<file path="config.mk">
export PLATFORM = sky130hd
export DESIGN_NAME = cpu16_decode_stage
export DESIGN_NICKNAME = d
export VERILOG_FILES = /design/src/rtl/cpu16_decode_stage.sv
export SDC_FILE = /design/constraint.sdc
export NUM_CORES = 1
export LEC_CHECK = 0
export BUFFER_PORTS_ARGS = -buffer_cell sky130_fd_sc_hd__buf_4
export CORE_UTILIZATION = 43
export DETAILED_ROUTE_END_ITERATION = 10
export PLACE_DENSITY_LB_ADDON = 0.3
export REMOVE_ABC_BUFFERS = 1
export SETUP_SLACK_MARGIN = 0.4
export SYNTH_ARGS = -nofsm -noshare
export SYNTH_HDL_FRONTEND = slang
export SYNTH_SLANG_ARGS = --single-unit
</file>
<file path="constraint.sdc">
create_clock -name clk -period 1.9 [get_ports clk]
set_clock_uncertainty 0.15 [all_clocks]
set_input_delay 0.19 -clock clk [delete_from_list [all_inputs] [get_ports clk]]
set_output_delay 0.19 -clock clk [all_outputs]
set_load 0.05 [all_outputs]
</file>
<file path="src/rtl/cpu16_decode_stage.sv">
// cpu16_decode_stage: registered instruction decode between fetch and execute, valid/ready on both
// sides. Define DECODE_SKID_EN to add one skid entry behind the output register.
module cpu16_decode_stage #(
  parameter int unsigned RA = 4,
  parameter int unsigned DW = 16,
  parameter int unsigned CW = 8
) (
  input  logic            clk,
  input  logic            rst_n,
  input  logic            in_valid,
  output logic            in_ready,
  input  logic [2*RA+7:0] ir,
  output logic            out_valid,
  input  logic            out_ready,
  output logic [7:0]      icnt,
  output logic [RA-1:0]   dest,
  output logic [RA-1:0]   src,
  output logic [DW-1:0]   imm,
  output logic            ill,
  output logic            halted,
  output logic [CW-1:0]   ill_cnt,
  input  logic            clr_ill
);
  localparam int unsigned IW = 2 * RA + 8;

  typedef struct packed {
    logic [7:0]    icnt;
    logic [RA-1:0] dest;
    logic [RA-1:0] src;
    logic [DW-1:0] imm;
    logic          ill;
  } dec_t;

  dec_t          dec_in;
  dec_t          out_q, out_d;
  logic          out_valid_q, out_valid_d;
  logic          halted_q, halted_d;
  logic [CW-1:0] ill_cnt_q, ill_cnt_d;
  logic          accept;
  logic [3:0]    op, func;
  logic [RA+3:0] fimm;

  always_comb begin
    op          = ir[IW-1 -: 4];
    func        = ir[RA+3:RA];
    fimm        = ir[RA+3:0];
    dec_in      = '0;
    dec_in.dest = ir[IW-5 -: RA];
    dec_in.src  = ir[RA-1:0];
    case (op)
      4'h0: begin
        case (func)
          4'b1010: dec_in.icnt = 8'h01;
          4'b0010: dec_in.icnt = 8'h02;
          4'b1100: dec_in.icnt = 8'h04;
          4'b1110: dec_in.icnt = 8'h08;
          4'b0110: dec_in.icnt = 8'h10;
          default: dec_in.icnt = 8'h00;
        endcase
      end
      4'h1: begin
        dec_in.icnt = 8'h20;
        dec_in.imm  = DW'(fimm);
      end
      4'h2: begin
        dec_in.icnt = 8'h40;
        dec_in.imm  = DW'($signed(fimm));
      end
      4'hf:    dec_in.icnt = 8'h80;
      default: dec_in.icnt = 8'h00;
    endcase
    dec_in.ill = (dec_in.icnt == 8'h00);
  end

  assign halted_d = halted_q | (accept & dec_in.icnt[7]);

  // A clear coinciding with an illegal accept counts that accept.
  always_comb begin
    ill_cnt_d = ill_cnt_q;
    if (clr_ill) begin
      ill_cnt_d = (accept && dec_in.ill) ? CW'(1) : '0;
    end else if (accept && dec_in.ill && ill_cnt_q != '1) begin
      ill_cnt_d = ill_cnt_q + CW'(1);
    end
  end

`ifdef DECODE_SKID_EN
  dec_t skid_q, skid_d;
  logic skid_valid_q, skid_valid_d;
  logic in_ready_q, in_ready_d;

  assign in_ready = in_ready_q;
  assign accept   = in_valid & in_ready_q;

  // in_ready_q already excludes a full skid entry, so accept and skid_valid_q never coincide.
  always_comb begin
    out_d        = out_q;
    out_valid_d  = out_valid_q;
    skid_d       = skid_q;
    skid_valid_d = skid_valid_q;
    if (!out_valid_q || out_ready) begin
      if (skid_valid_q) begin
        out_d        = skid_q;
        out_valid_d  = 1'b1;
        skid_valid_d = 1'b0;
      end else if (accept) begin
        out_d       = dec_in;
        out_valid_d = 1'b1;
      end else begin
        out_valid_d = 1'b0;
      end
    end else if (accept) begin
      skid_d       = dec_in;
      skid_valid_d = 1'b1;
    end
    in_ready_d = !skid_valid_d && !halted_d;
  end

  always_ff @(posedge clk or negedge rst_n) begin
    if (!rst_n) begin
      skid_q       <= '0;
      skid_valid_q <= 1'b0;
      in_ready_q   <= 1'b1;
    end else begin
      skid_q       <= skid_d;
      skid_valid_q <= skid_valid_d;
      in_ready_q   <= in_ready_d;
    end
  end
`else
  assign in_ready = !halted_q && (!out_valid_q || out_ready);
  assign accept   = in_valid & in_ready;

  always_comb begin
    out_d       = out_q;
    out_valid_d = out_valid_q;
    if (accept) begin
      out_d       = dec_in;
      out_valid_d = 1'b1;
    end else if (out_ready) begin
      out_valid_d = 1'b0;
    end
  end
`endif

  always_ff @(posedge clk or negedge rst_n) begin
    if (!rst_n) begin
      out_q       <= '0;
      out_valid_q <= 1'b0;
      halted_q    <= 1'b0;
      ill_cnt_q   <= '0;
    end else begin
      out_q       <= out_d;
      out_valid_q <= out_valid_d;
      halted_q    <= halted_d;
      ill_cnt_q   <= ill_cnt_d;
    end
  end

  assign out_valid = out_valid_q;
  assign icnt      = out_q.icnt;
  assign dest      = out_q.dest;
  assign src       = out_q.src;
  assign imm       = out_q.imm;
  assign ill       = out_q.ill;
  assign halted    = halted_q;
  assign ill_cnt   = ill_cnt_q;

endmodule

</file>
==> flow_metrics.env <==
export IMPL_status="finished clean"
export IMPL_crit_fanout=6
export IMPL_clock_path_buffers=2
export IMPL_worstMarginPinSlew_ps=449
export IMPL_via_count=1698
export IMPL_crit_type="reg -> reg"
export IMPL_netlist_instances=171
export IMPL_worstHoldEndpoint="imm[4]"
export IMPL_n_antenna_cell=0
export IMPL_grt_ovfl_total=0
export IMPL_core_area_um2=3690
export IMPL_synth_common_cells="nand2_1, dfrtp_1, o21ai_0"
export IMPL_dr_pass1_iters=4
export IMPL_dp_cells=283
export IMPL_io_buffers=64
export IMPL_fin_crit_ps=1760
export IMPL_antenna_found_initial=0
export IMPL_p_leak_nw=1.44
export IMPL_p_switching_mw=1.33
export IMPL_ys_seq_elements=36
export IMPL_grt_max_degree=37
export IMPL_max_slew_margin=0.701
export IMPL_wirelength_um=5260
export IMPL_worstRegToRegCells=6
export IMPL_syn_area_um2=1660
export IMPL_setup_worst_path_start_class="register"
export IMPL_hold_viol_final=0
export IMPL_core_rowCount=22
export IMPL_crit_arrival_ps=1820
export IMPL_dieArea_um2=4100
export IMPL_r2r_start="ill_cnt[1]"
export IMPL_drtIter0Drc=57
export IMPL_synth_edf_count=0
export IMPL_ant_nets=0
export IMPL_pwr_density_cell_nw_per_um2=1100
export IMPL_cts_root_buf="clkbuf_8"
export IMPL_start_util=0.449
export IMPL_crit_path_end_kind="register"
export IMPL_yosysUniqueCellTypes=35
export IMPL_cap_violations=0
export IMPL_cts_num_sinks=36
export IMPL_clockPowerShare=0.208
export IMPL_cts_buffers=5
export IMPL_vdd_drop_max_v=0.000465
export IMPL_hpwl_um=2660
export IMPL_pwr_share_comb=0.483
export IMPL_ys_warn_count=0
export IMPL_ff2ff_setup_slack_ps=140
export IMPL_place_congestion=0.827
export IMPL_power_total_mw=3.21
export IMPL_period_share=0.924
export IMPL_intPower_mw=1.88
export IMPL_fmax_ghz=0.570
export IMPL_hold_start="ir[4]"
export IMPL_chipHeight_um=64.0
export IMPL_drv_slew=0
export IMPL_tritoncts="built"
export IMPL_track_usage=0.236
export IMPL_power_share_switching=0.414
export IMPL_grt_pass1_wl_um=7290
export IMPL_cts_clk_slew_worst_paths_ps=70
export IMPL_fin_cells=330
export IMPL_wl_per_cell_um=15.9
export IMPL_yosysMostFrequentCell="nand2_1"
export IMPL_die_x_um=64.0
export IMPL_synthTopCellsByArea="dfrtp_1, nand2_1, buf_4, o21ai_0, or3_2"
export IMPL_vias_per_cell=5.15
export IMPL_fin_nets=303
export IMPL_rsz0062_at_grt="yes"
export IMPL_async_flop_share=1.00
export IMPL_r2r_end="ill_cnt[4]"
export IMPL_utilization=0.795
export IMPL_synthFlopType="dfrtp_1"
export IMPL_drive_above_1_share=0.532
export IMPL_io_pins=65
export IMPL_drc_errors=0
export IMPL_whs_path_depth=3
export IMPL_postSynthAreaPerCell_um2=9.68
export IMPL_setup_violations=0
export IMPL_grt_pass1_vias=1562
export IMPL_synth_top_area_share=0.544
export IMPL_critPathRequiredTime_ps=1960
export IMPL_hp_class="in -> reg"
export IMPL_cts_htree_levels=2
export IMPL_clk_latency_ps=290
export IMPL_synth_top_area_cell="dfrtp_1"
export IMPL_p_seq_frac=0.309
export IMPL_syn_to_final_growth_pct=77.2
export IMPL_ys_seq_area_frac=0.544
## kinds of logic after synthesis
kind of cell    after synthesis  share of synthesized area
simple gates                 84                      0.262
flops                        36                      0.544
compound gates               33                      0.116
buf+inv                      15                     0.0589
xor+xnor                      1                    0.00529
mux                           1                    0.00605
fa+ha+maj                     1                    0.00756
## what timing repair did
action	4_1_cts	5_1_grt
gates cloned	1	3
endpoints found under the setup margin	32	23
hold buffers	13	0
setup buffers	15	7
gates resized for setup	24	48
pin swaps	13	21
hold endpoints to repair	53	0
## cells in the final DEF (no fill, tap or decap), types with 2 or more instances in the layout
cell	Yosys	final
a21oi_2	1	6
o21ai_1	7	12
clkbuf_16	0	2
o21ai_0	11	2
buf_6	0	8
nand2_2	0	4
nand3b_1	2	2
buf_12	0	2
buf_8	1	3
a21oi_1	7	2
or3_4	0	7
o21ai_2	0	4
buf_4	8	86
clkbuf_8	0	5
dlygate4sd3_1	0	13
o31ai_1	2	2
o41ai_2	0	2
nand2_1	52	43
nand4_4	1	2
nand2_4	0	5
dfrtp_1	36	36
nor2_1	3	2
nand3_1	7	6
## worst max-delay path, stage by stage, from the launching register on
cell,delay [ps]
dfrtp_1,390
ha_2,200
and3_4,170
nand3_4,120
nand4_4,140
or3_4,360
a21oi_1,170
## per-layer routing
metal	wire (um)	global-route usage	vias to the layer above	share of wire
met3	295	0.0625	14	0.056
li1	-	-	803	-
met4	133	0.0994	0	0.025
met1	2130	0.290	809	0.41
met5	0	0	-	0
met2	2700	0.390	72	0.51
## worst max path at each step
stage | slack, ps | depth (start not counted) | start | to
final | 140 | 6 | ill_cnt[1] | ill_cnt[4]
after global routing | 50 | 6 | ill_cnt[1] | ill_cnt[4]
after CTS | 170 | 6 | ill_cnt[1] | ill_cnt[5]
after detailed placement | -90 | 6 | ill_cnt[0] | ill_cnt[5]
after global placement | -70 | 6 | ill_cnt[0] | ill_cnt[5]
after floorplan | -1230 | 2 | imm[14] | imm[14]
## registers in the layout (all words and copies together) (netlist names)
register and count:
ill 1, halted 1, imm 9, src 4
ill_cnt 8, out_valid 1, icnt 8, dest 4
## power groups by stage
stage	logic, mW	registers (mW)	clock network (mW)
2_1_floorplan	0.241	1.51	0
3_3_place_gp	1.16	0.993	0
3_5_place_dp	1.17	0.997	0
4_1_cts	1.31	0.983	0.674
5_1_grt	1.62	1.01	0.717
6_report	1.55	0.994	0.669
## through the flow
stage / worst slack [ps] / hold slack, ps / instance area, um2 / TNS [ps]
floorplan: -1230 / -256 / 1570 / -32210
global placement: -66.4 / 22.2 / 2200 / -206
detailed placement: -91.5 / 18.5 / 2200 / -375
CTS: 168 / 9.03 / 2660 / 0
global route: 53.1 / 1.02 / 2930 / 0
finish: 145 / 5.76 / 2930 / 0
## layout make-up
| cell class | instances | area, um2 |
|---|---|---|
| clock inverter | 2 | 35.0 |
| clock buffer | 6 | 72.6 |
| tap | 48 | 60.1 |
| fill | 234 | 756 |
| timing repair buffer | 114 | 1000 |
| sequential | 36 | 901 |
| inverter | 2 | 7.51 |
| multi-input combinational | 122 | 856 |
No activity file was read; power rests on OpenSTA's default activity.
